File: src/rtl/mem_pkg.sv
// -----------------------------------------------------------------------------
// mem_pkg
// Shared definitions for the memory-access stage:
//   - RV32I load/store func3 encodings
//   - FSM state type (IDLE, WAIT)
//   - write-back bundle carried to the WB stage
//   - helpers for alignment checking, byte-enable generation and store-lane
//     replication
// No ports (package).
// -----------------------------------------------------------------------------
package mem_pkg;

  localparam logic [2:0] F3_B  = 3'd0;
  localparam logic [2:0] F3_H  = 3'd1;
  localparam logic [2:0] F3_W  = 3'd2;
  localparam logic [2:0] F3_BU = 3'd4;
  localparam logic [2:0] F3_HU = 3'd5;

  typedef enum logic [0:0] {
    IDLE = 1'b0,
    WAIT = 1'b1
  } mem_state_t;

  typedef struct packed {
    logic        valid;
    logic [4:0]  rd;
    logic        reg_write;
    logic [31:0] data;
  } wb_bundle_t;

  // Size is encoded in func3[1:0]; the unsigned flag in func3[2] does not
  // affect alignment. The reserved size 3 is held to word alignment.
  function automatic logic is_aligned(input logic [1:0] size, input logic [1:0] lane);
    logic ok;
    case (size)
      2'd0:    ok = 1'b1;
      2'd1:    ok = (lane[0] == 1'b0);
      2'd2:    ok = (lane == 2'd0);
      default: ok = (lane == 2'd0);
    endcase
    return ok;
  endfunction

  // Byte enables for an access of the given size starting at the given lane.
  function automatic logic [3:0] lane_be(input logic [1:0] size, input logic [1:0] lane);
    logic [3:0] be;
    case (size)
      2'd0:    be = 4'b0001 << lane;
      2'd1:    be = 4'b0011 << lane;
      default: be = 4'b1111;
    endcase
    return be;
  endfunction

  // Store data replicated across all lanes so the enabled lanes carry it
  // regardless of the address offset.
  function automatic logic [31:0] store_wdata(input logic [1:0] size, input logic [31:0] data);
    logic [31:0] wd;
    case (size)
      2'd0:    wd = {4{data[7:0]}};
      2'd1:    wd = {2{data[15:0]}};
      default: wd = data;
    endcase
    return wd;
  endfunction

endpackage

File: src/rtl/mem_stage_if.sv
// -----------------------------------------------------------------------------
// mem_stage_if
// Data-memory request/acknowledge port between the memory stage (master) and
// the data memory (slave).
//   req    master->slave  access request, held until ack
//   we     master->slave  1 = store
//   addr   master->slave  word-aligned byte address (ADDR_W bits)
//   be     master->slave  byte enables
//   wdata  master->slave  lane-replicated store data
//   ack    slave->master  access complete
//   rdata  slave->master  read word, valid with ack
// -----------------------------------------------------------------------------
interface mem_stage_if #(
  parameter int ADDR_W = 32
);

  logic              req;
  logic              we;
  logic [ADDR_W-1:0] addr;
  logic [3:0]        be;
  logic [31:0]       wdata;
  logic              ack;
  logic [31:0]       rdata;

  modport master (
    output req, we, addr, be, wdata,
    input  ack, rdata
  );

  modport slave (
    input  req, we, addr, be, wdata,
    output ack, rdata
  );

endinterface

File: src/rtl/load_align.sv
// -----------------------------------------------------------------------------
// load_align
// Combinational load-data extraction: selects the addressed byte or halfword
// from the returned memory word and sign- or zero-extends it to 32 bits.
//   rdata  in   32  word returned by the data memory
//   lane   in   2   byte offset of the access within the word
//   func3  in   3   load width/sign (LB, LH, LW, LBU, LHU)
//   data   out  32  extended load result
// -----------------------------------------------------------------------------
module load_align
  import mem_pkg::*;
(
  input  logic [31:0] rdata,
  input  logic [1:0]  lane,
  input  logic [2:0]  func3,
  output logic [31:0] data
);

  logic [7:0]  byte_s;
  logic [15:0] half_s;

  // Lane selection followed by width/sign extension.
  always_comb begin
    byte_s = 8'h00;
    half_s = 16'h0000;
    data   = 32'h0000_0000;

    case (lane)
      2'd0:    byte_s = rdata[7:0];
      2'd1:    byte_s = rdata[15:8];
      2'd2:    byte_s = rdata[23:16];
      default: byte_s = rdata[31:24];
    endcase

    // Aligned halfwords only ever start at lane 0 or lane 2.
    if (lane[1]) begin
      half_s = rdata[31:16];
    end else begin
      half_s = rdata[15:0];
    end

    case (func3)
      F3_B:    data = {{24{byte_s[7]}}, byte_s};
      F3_H:    data = {{16{half_s[15]}}, half_s};
      F3_BU:   data = {24'h00_0000, byte_s};
      F3_HU:   data = {16'h0000, half_s};
      default: data = rdata;
    endcase
  end

endmodule

File: src/rtl/mem_stage.sv
// -----------------------------------------------------------------------------
// mem_stage
// RV32I memory-access stage downstream of the execute ALU. Non-memory bundles
// pass straight to write-back with one cycle of latency; loads and stores are
// issued on a req/ack data-memory port with byte-lane steering, load
// extension and misalignment detection. Upstream is stalled while an access
// is outstanding.
//
// Build option: MEM_TIMEOUT_EN -- when defined, an access that sees no ack
// within TIMEOUT_CYCLES WAIT cycles is aborted and reported through
// o_misaligned / o_bad_addr with no write-back.
//
// Ports:
//   i_clk, i_reset        clock (rising edge), synchronous active-high reset
//   i_valid .. i_func3    execute result bundle
//   o_stall               upstream must hold its bundle stable
//   dmem                  data-memory port (mem_stage_if.master)
//   o_wb_*                registered write-back bundle, o_wb_valid pulses once
//                         per retired bundle
//   o_misaligned          one-cycle fault pulse
//   o_bad_addr            faulting address, held until the next fault
// -----------------------------------------------------------------------------
module mem_stage
  import mem_pkg::*;
#(
  parameter int ADDR_W         = 32,
  parameter int TIMEOUT_CYCLES = 255
) (
  input  logic        i_clk,
  input  logic        i_reset,

  input  logic        i_valid,
  input  logic [31:0] i_alu_out,
  input  logic [31:0] i_store_data,
  input  logic [4:0]  i_rd,
  input  logic        i_reg_write,
  input  logic        i_mem_to_reg,
  input  logic        i_mem_read,
  input  logic        i_mem_write,
  input  logic [2:0]  i_func3,

  output logic        o_stall,

  mem_stage_if.master dmem,

  output logic        o_wb_valid,
  output logic [4:0]  o_wb_rd,
  output logic        o_wb_reg_write,
  output logic [31:0] o_wb_data,
  output logic        o_misaligned,
  output logic [31:0] o_bad_addr
);

  mem_state_t  state_r,      state_next_s;
  logic        req_r,        req_next_s;
  logic        we_r,         we_next_s;
  logic [31:0] addr_r,       addr_next_s;
  logic [3:0]  be_r,         be_next_s;
  logic [31:0] wdata_r,      wdata_next_s;
  logic [4:0]  rd_r,         rd_next_s;
  logic [2:0]  func3_r,      func3_next_s;
  logic        reg_write_r,  reg_write_next_s;
  logic        mem_to_reg_r, mem_to_reg_next_s;
  wb_bundle_t  wb_r,         wb_next_s;
  logic        misaligned_r, misaligned_next_s;
  logic [31:0] bad_addr_r,   bad_addr_next_s;
  logic        stall_s;

  logic        mem_op_s;
  logic        aligned_s;
  logic [31:0] load_data_s;

`ifdef MEM_TIMEOUT_EN
  localparam int CNT_W = (TIMEOUT_CYCLES > 255) ? 16 : 8;
  // Counter value seen during the last permitted WAIT cycle.
  localparam logic [CNT_W-1:0] TO_LAST = CNT_W'(TIMEOUT_CYCLES - 1);
  logic [CNT_W-1:0] cnt_r, cnt_next_s;
`else
  localparam int unused_timeout_cycles = TIMEOUT_CYCLES;
`endif

  assign mem_op_s  = i_valid & (i_mem_read | i_mem_write);
  assign aligned_s = is_aligned(i_func3[1:0], i_alu_out[1:0]);

  load_align u_load_align (
    .rdata (dmem.rdata),
    .lane  (addr_r[1:0]),
    .func3 (func3_r),
    .data  (load_data_s)
  );

  // Next-state, request latching, write-back and stall generation.
  always_comb begin
    state_next_s      = state_r;
    req_next_s        = req_r;
    we_next_s         = we_r;
    addr_next_s       = addr_r;
    be_next_s         = be_r;
    wdata_next_s      = wdata_r;
    rd_next_s         = rd_r;
    func3_next_s      = func3_r;
    reg_write_next_s  = reg_write_r;
    mem_to_reg_next_s = mem_to_reg_r;
    wb_next_s         = wb_r;
    wb_next_s.valid   = 1'b0;
    misaligned_next_s = 1'b0;
    bad_addr_next_s   = bad_addr_r;
    stall_s           = 1'b0;
`ifdef MEM_TIMEOUT_EN
    cnt_next_s        = cnt_r;
`endif

    case (state_r)
      IDLE: begin
        if (mem_op_s) begin
          if (aligned_s) begin
            stall_s           = 1'b1;
            state_next_s      = WAIT;
            req_next_s        = 1'b1;
            // Read+write together is handled as a store.
            we_next_s         = i_mem_write;
            addr_next_s       = i_alu_out;
            be_next_s         = lane_be(i_func3[1:0], i_alu_out[1:0]);
            rd_next_s         = i_rd;
            func3_next_s      = i_func3;
            reg_write_next_s  = i_reg_write;
            mem_to_reg_next_s = i_mem_to_reg;
            if (i_mem_write) begin
              wdata_next_s = store_wdata(i_func3[1:0], i_store_data);
            end else begin
              wdata_next_s = 32'h0000_0000;
            end
`ifdef MEM_TIMEOUT_EN
            cnt_next_s = '0;
`endif
          end else begin
            misaligned_next_s = 1'b1;
            bad_addr_next_s   = i_alu_out;
          end
        end else if (i_valid) begin
          wb_next_s.valid     = 1'b1;
          wb_next_s.rd        = i_rd;
          wb_next_s.reg_write = i_reg_write;
          wb_next_s.data      = i_alu_out;
        end else begin
          state_next_s = IDLE;
        end
      end

      WAIT: begin
        // Releasing the stall in the ack cycle lets upstream advance on the
        // same edge that retires this access.
        stall_s = ~dmem.ack;
        if (dmem.ack) begin
          state_next_s    = IDLE;
          req_next_s      = 1'b0;
          wb_next_s.valid = 1'b1;
          wb_next_s.rd    = rd_r;
          if (we_r) begin
            wb_next_s.reg_write = 1'b0;
            wb_next_s.data      = addr_r;
          end else begin
            wb_next_s.reg_write = reg_write_r;
            if (mem_to_reg_r) begin
              wb_next_s.data = load_data_s;
            end else begin
              wb_next_s.data = addr_r;
            end
          end
        end else begin
`ifdef MEM_TIMEOUT_EN
          if (cnt_r == TO_LAST) begin
            stall_s           = 1'b0;
            state_next_s      = IDLE;
            req_next_s        = 1'b0;
            misaligned_next_s = 1'b1;
            bad_addr_next_s   = addr_r;
          end else begin
            cnt_next_s = cnt_r + {{(CNT_W-1){1'b0}}, 1'b1};
          end
`else
          state_next_s = WAIT;
`endif
        end
      end

      default: begin
        state_next_s = IDLE;
        req_next_s   = 1'b0;
      end
    endcase
  end

  // State and datapath registers with synchronous reset.
  always_ff @(posedge i_clk) begin
    if (i_reset) begin
      state_r      <= IDLE;
      req_r        <= 1'b0;
      we_r         <= 1'b0;
      addr_r       <= 32'h0000_0000;
      be_r         <= 4'h0;
      wdata_r      <= 32'h0000_0000;
      rd_r         <= 5'd0;
      func3_r      <= 3'd0;
      reg_write_r  <= 1'b0;
      mem_to_reg_r <= 1'b0;
      wb_r         <= '0;
      misaligned_r <= 1'b0;
      bad_addr_r   <= 32'h0000_0000;
`ifdef MEM_TIMEOUT_EN
      cnt_r        <= '0;
`endif
    end else begin
      state_r      <= state_next_s;
      req_r        <= req_next_s;
      we_r         <= we_next_s;
      addr_r       <= addr_next_s;
      be_r         <= be_next_s;
      wdata_r      <= wdata_next_s;
      rd_r         <= rd_next_s;
      func3_r      <= func3_next_s;
      reg_write_r  <= reg_write_next_s;
      mem_to_reg_r <= mem_to_reg_next_s;
      wb_r         <= wb_next_s;
      misaligned_r <= misaligned_next_s;
      bad_addr_r   <= bad_addr_next_s;
`ifdef MEM_TIMEOUT_EN
      cnt_r        <= cnt_next_s;
`endif
    end
  end

  assign o_stall        = stall_s;
  assign dmem.req       = req_r;
  assign dmem.we        = we_r;
  assign dmem.addr      = {addr_r[ADDR_W-1:2], 2'b00};
  assign dmem.be        = be_r;
  assign dmem.wdata     = wdata_r;
  assign o_wb_valid     = wb_r.valid;
  assign o_wb_rd        = wb_r.rd;
  assign o_wb_reg_write = wb_r.reg_write;
  assign o_wb_data      = wb_r.data;
  assign o_misaligned   = misaligned_r;
  assign o_bad_addr     = bad_addr_r;

endmodule

File: src/flat_wrapper.sv
// flat-port wrapper written by rule: the top's interface ports become plain ports
module mem_stage_flat import mem_pkg::*;
#(
  parameter int ADDR_W         = 32,
  parameter int TIMEOUT_CYCLES = 255
)
  (i_clk, i_reset, i_valid, i_alu_out, i_store_data, i_rd, i_reg_write, i_mem_to_reg, i_mem_read, i_mem_write, i_func3, o_stall, o_wb_valid, o_wb_rd, o_wb_reg_write, o_wb_data, o_misaligned, o_bad_addr, dmem_req, dmem_we, dmem_addr, dmem_be, dmem_wdata, dmem_ack, dmem_rdata);
  mem_stage_if #(.ADDR_W(ADDR_W)) dmem_i ();
  input  logic i_clk;
  input  logic i_reset;
  input  logic i_valid;
  input  logic [31:0] i_alu_out;
  input  logic [31:0] i_store_data;
  input  logic [4:0] i_rd;
  input  logic i_reg_write;
  input  logic i_mem_to_reg;
  input  logic i_mem_read;
  input  logic i_mem_write;
  input  logic [2:0] i_func3;
  output logic o_stall;
  output logic o_wb_valid;
  output logic [4:0] o_wb_rd;
  output logic o_wb_reg_write;
  output logic [31:0] o_wb_data;
  output logic o_misaligned;
  output logic [31:0] o_bad_addr;
  output wire logic [$bits(dmem_i.req)-1:0] dmem_req;
  output wire logic [$bits(dmem_i.we)-1:0] dmem_we;
  output wire logic [$bits(dmem_i.addr)-1:0] dmem_addr;
  output wire logic [$bits(dmem_i.be)-1:0] dmem_be;
  output wire logic [$bits(dmem_i.wdata)-1:0] dmem_wdata;
  input wire logic [$bits(dmem_i.ack)-1:0] dmem_ack;
  input wire logic [$bits(dmem_i.rdata)-1:0] dmem_rdata;
  assign dmem_req = dmem_i.req;
  assign dmem_we = dmem_i.we;
  assign dmem_addr = dmem_i.addr;
  assign dmem_be = dmem_i.be;
  assign dmem_wdata = dmem_i.wdata;
  assign dmem_i.ack = dmem_ack;
  assign dmem_i.rdata = dmem_rdata;
  mem_stage #(.ADDR_W(ADDR_W), .TIMEOUT_CYCLES(TIMEOUT_CYCLES)) u_core (.i_clk(i_clk), .i_reset(i_reset), .i_valid(i_valid), .i_alu_out(i_alu_out), .i_store_data(i_store_data), .i_rd(i_rd), .i_reg_write(i_reg_write), .i_mem_to_reg(i_mem_to_reg), .i_mem_read(i_mem_read), .i_mem_write(i_mem_write), .i_func3(i_func3), .o_stall(o_stall), .dmem(dmem_i), .o_wb_valid(o_wb_valid), .o_wb_rd(o_wb_rd), .o_wb_reg_write(o_wb_reg_write), .o_wb_data(o_wb_data), .o_misaligned(o_misaligned), .o_bad_addr(o_bad_addr));
endmodule
File: config.mk
export PLATFORM = sky130hd
export DESIGN_NAME = mem_stage_flat
export DESIGN_NICKNAME = d
export VERILOG_FILES = /design/src/rtl/mem_pkg.sv /design/src/rtl/mem_stage_if.sv /design/src/rtl/load_align.sv /design/src/rtl/mem_stage.sv /design/src/flat_wrapper.sv
export SDC_FILE = /design/constraint.sdc
export NUM_CORES = 1
export LEC_CHECK = 0
export CAP_MARGIN = 20
export CORE_ASPECT_RATIO = 1.75
export CORE_MARGIN = 4
export CORE_UTILIZATION = 35
export CTS_CLUSTER_SIZE = 16
export DETAILED_ROUTE_END_ITERATION = 8
export PLACE_DENSITY = 0.66
export RECOVER_POWER = 100
export SLEW_MARGIN = 20
export SYNTH_ARGS = -nofsm -noshare
export SYNTH_HDL_FRONTEND = slang
export SYNTH_SLANG_ARGS = --single-unit
File: constraint.sdc
create_clock -name i_clk -period 2.3 [get_ports i_clk]
set_clock_uncertainty 0.2 [all_clocks]
set_input_delay 0.575 -clock i_clk [delete_from_list [all_inputs] [get_ports i_clk]]
set_output_delay 0.575 -clock i_clk [all_outputs]
set_load 0.02 [all_outputs]
==> out/metrics.yaml <==
sta:
  hold_slack_ns: 0.249
  final.min_clock_period_ns: 2.26
  period_share_pct: 98.2
  worstMarginPinSlew_ns: 0.946
  maxSlewViolCount: 0
  setup_viol: 0
  rsz0062_at_grt: "false"
  hold_viol_final: 0
  max_freq_mhz: 443
  tns_ns: 0
  slew_headroom_pct: 36.9
  setup_ws_ns: 0.0404
logic_synthesis:
  yosys.area.top_type: "dfxtp_1"
  synth_top_family_by_area: "compound AO/OA/AOI/OAI gates"
  yosysMostFrequentCell: "nand2_1"
  synthArstFlopShare_pct: 0
  post_synth_xor_area_fraction_pct: 0
  yosys.area_share.simple_pct: 20.5
  ys.flop_type: "dfxtp_1"
  synthTopCellsByArea: "dfxtp_1, nand2_1, a21oi_1"
  synth_edf_count: 0
  synth_common_cells: "nand2_1, dfxtp_1, a21oi_1"
  synth_area_um2: 7170
  synth.top_cell.area_share_pct: 42.7
  synth-compound-area-share_pct: 22.9
  avgSynthCellArea_um2: 8.48
  syn_inst: 846
  ys_seq_area_share_pct: 42.7
  synthAdderAreaFrac_pct: 0
  synth_cell_types: 51
  muxShareOfSynthArea_pct: 4.95
  synth-seq-cells: 153
  ys_warn_count: 0
floorplanning:
  io_pins: 255
  die_x_um: 116
  core_area_um2: 20200
  num_rows: 69
  die_height_um: 197
  die_area_um2: 22900
  start_util_pct: 35.5
worst_hold_path:
  hold_path_class: "reg2reg"
  holdPathStages: 2
global_route:
  grtUsageTotal_pct: 22.0
  grt_antenna_before_repair: 4
  grt_pass1_vias: 6961
  grt_max_degree: 156
  overflow: 0
  grt_pass1_wl_um: 38900
clock_network:
  htreeDepth: 4
  postCtsHoldBufs: 0
  ctsRootBufferMaster: "clkbuf_16"
  numCtsBuffers: 17
  clkTransAtPathRegs_ns: 0.06
  clk_latency_ns: 0.43
  clock-sinks: 153
  cts_tree: "done"
  cts_buffer_depth: 2
worst_setup_path:
  cp.arrival_ns: 1.48
  rr_worst_depth: 5
  critPathMaxFanout: 3
  startpoint_type: "input port"
  cp-end-kind: "output port"
  required_ns: 1.52
  path_class: "in2out"
drt:
  dr.pass1.iters: 7
  wl_per_cell_um: 19.4
  drt.antenna.violating_nets: 0
  vias_per_cell: 5.30
  drcViolationCount: 0
  routed_wl_um: 25800
  vias: 7049
  drt_iter0_markers: 527
layout:
  multi_input_area_um2: 3440
  seqCellArea_um2: 3060
  fill_cells: 1945
  final_nets: 1180
  fin_util_pct: 51.5
  syn_to_final_growth_pct: 44.9
  drive_gt1_share_pct: 14.2
placement:
  gp_congestion: 0.846
  dp_hpwl_um: 18600
  numPortBuffers: 252
  post-place-ws_ns: -0.921
power:
  p_leak_nw: 3.82
  power.density_nw_per_um2: 661
  ir_worst_vdd_uv: 439
  totalPowerFinal_mw: 6.87
outcome:
  status: "complete, no violations"
job:
  max-cap-violations: 0
-- registers in the layout, indices dropped and copies added (netlist names), 3 cells and up --
register and flops:
u_core.o_bad_addr 32, u_core.o_wb_rd 5, u_core.o_wb_data 32, u_core.rd_r 5
u_core.func3_r 3, u_core.dmem.be 4, u_core.addr_r 32, u_core.dmem.wdata 32
-- power by group --
group / internal (mW) / switching, mW / total (mW) / leakage (nW)
clock: 1.65 / 1.12 / 2.78 / 0.275
sequential: 2.77 / 0.0744 / 2.84 / 1.24
combinational: 0.583 / 0.669 / 1.25 / 2.30
total: 5.00 / 1.87 / 6.87 / 3.82
-- cell usage in the layout (no fill, tap or decap), types with 3 or more instances in the layout --
master             n
dlygate4sd2_1      3
mux2i_1           13
nand2_2            5
buf_12             7
a222oi_1          32
buf_4             39
a21oi_2           30
nor3_1             3
buf_6              3
and2_1             3
clkinv_2           3
a22oi_1            6
dlygate4sd3_1     81
clkbuf_16         17
nor2b_1           28
inv_1              4
mux2_2            20
clkbuf_1           5
o21ai_0           23
o32ai_1            5
a21oi_1          100
clkdlybuf4s50_1  162
nand2_1          195
buf_2              3
dfxtp_1          153
nand3_1           32
nand2b_1           7
nor2_1            17
nor3b_1            4
clkinvlp_4         4
o22ai_1           23
o2bb2ai_1          7
-- worst max-delay path, cell delays in order --
cell and delay [ns]:
buf_2 0.13, or2_4 0.23, a211o_4 0.33, o21ai_2 0.08
buf_6 0.14
-- metal layers --
| layer | wire (um) | global-route usage [%] |
|---|---|---|
| met1 | 9210 | 23.4 |
| met2 | 13800 | 40.1 |
| met3 | 1840 | 6.10 |
| met4 | 918 | 8.73 |
| met5 | 25 | 0 |
-- timing repair --
action | 4_1_cts | 5_1_grt
buffers inserted | 3 | 1
endpoints found under the setup margin | 111 | 26
gates resized for setup | 28 | 5
pin swaps | 4 | 2
gates cloned | 1 | 0
-- path summary, 6_finish.rpt --
| kind | startpoint | end | slack [ns] |
|---|---|---|---|
| max reg2reg | u_core.addr_r[1] | u_core.o_wb_data[6] | 0.19 |
| min | u_core.dmem.wdata[10] | u_core.dmem.wdata[10] | 0.25 |
| max | i_alu_out[0] | o_stall | 0.04 |
| min reg2reg | u_core.dmem.wdata[10] | u_core.dmem.wdata[10] | 0.25 |
-- stage by stage --
stage	instances	cell area, um2
after CTS	1328	10500
after global routing	1331	10400
final	1331	10400
after detailed placement	1292	9890
after global placement	1292	9890
after floorplan	847	7180
-- kinds of logic (layout without fill, tap and decap cells) --
logic type | after synthesis | count (layout)
other | 1 | 4
buffers and inverters | 108 | 341
flip-flops | 153 | 153
AO/OA/AOI/OAI | 243 | 243
multiplexers | 33 | 33
AND/OR/NAND/NOR | 308 | 309
-- cell type report --
type	instances	area share (%)
Inverter	4	0.144
Antenna cell	2	0.0481
Sequential cell	153	29.5
Multi-Input combinational cell	587	33.1
Tap cell	248	2.98
Clock inverter	11	1.18
Clock buffer	21	4.43
Timing Repair Buffer	305	28.6
(Power assumes the default switching activity.)
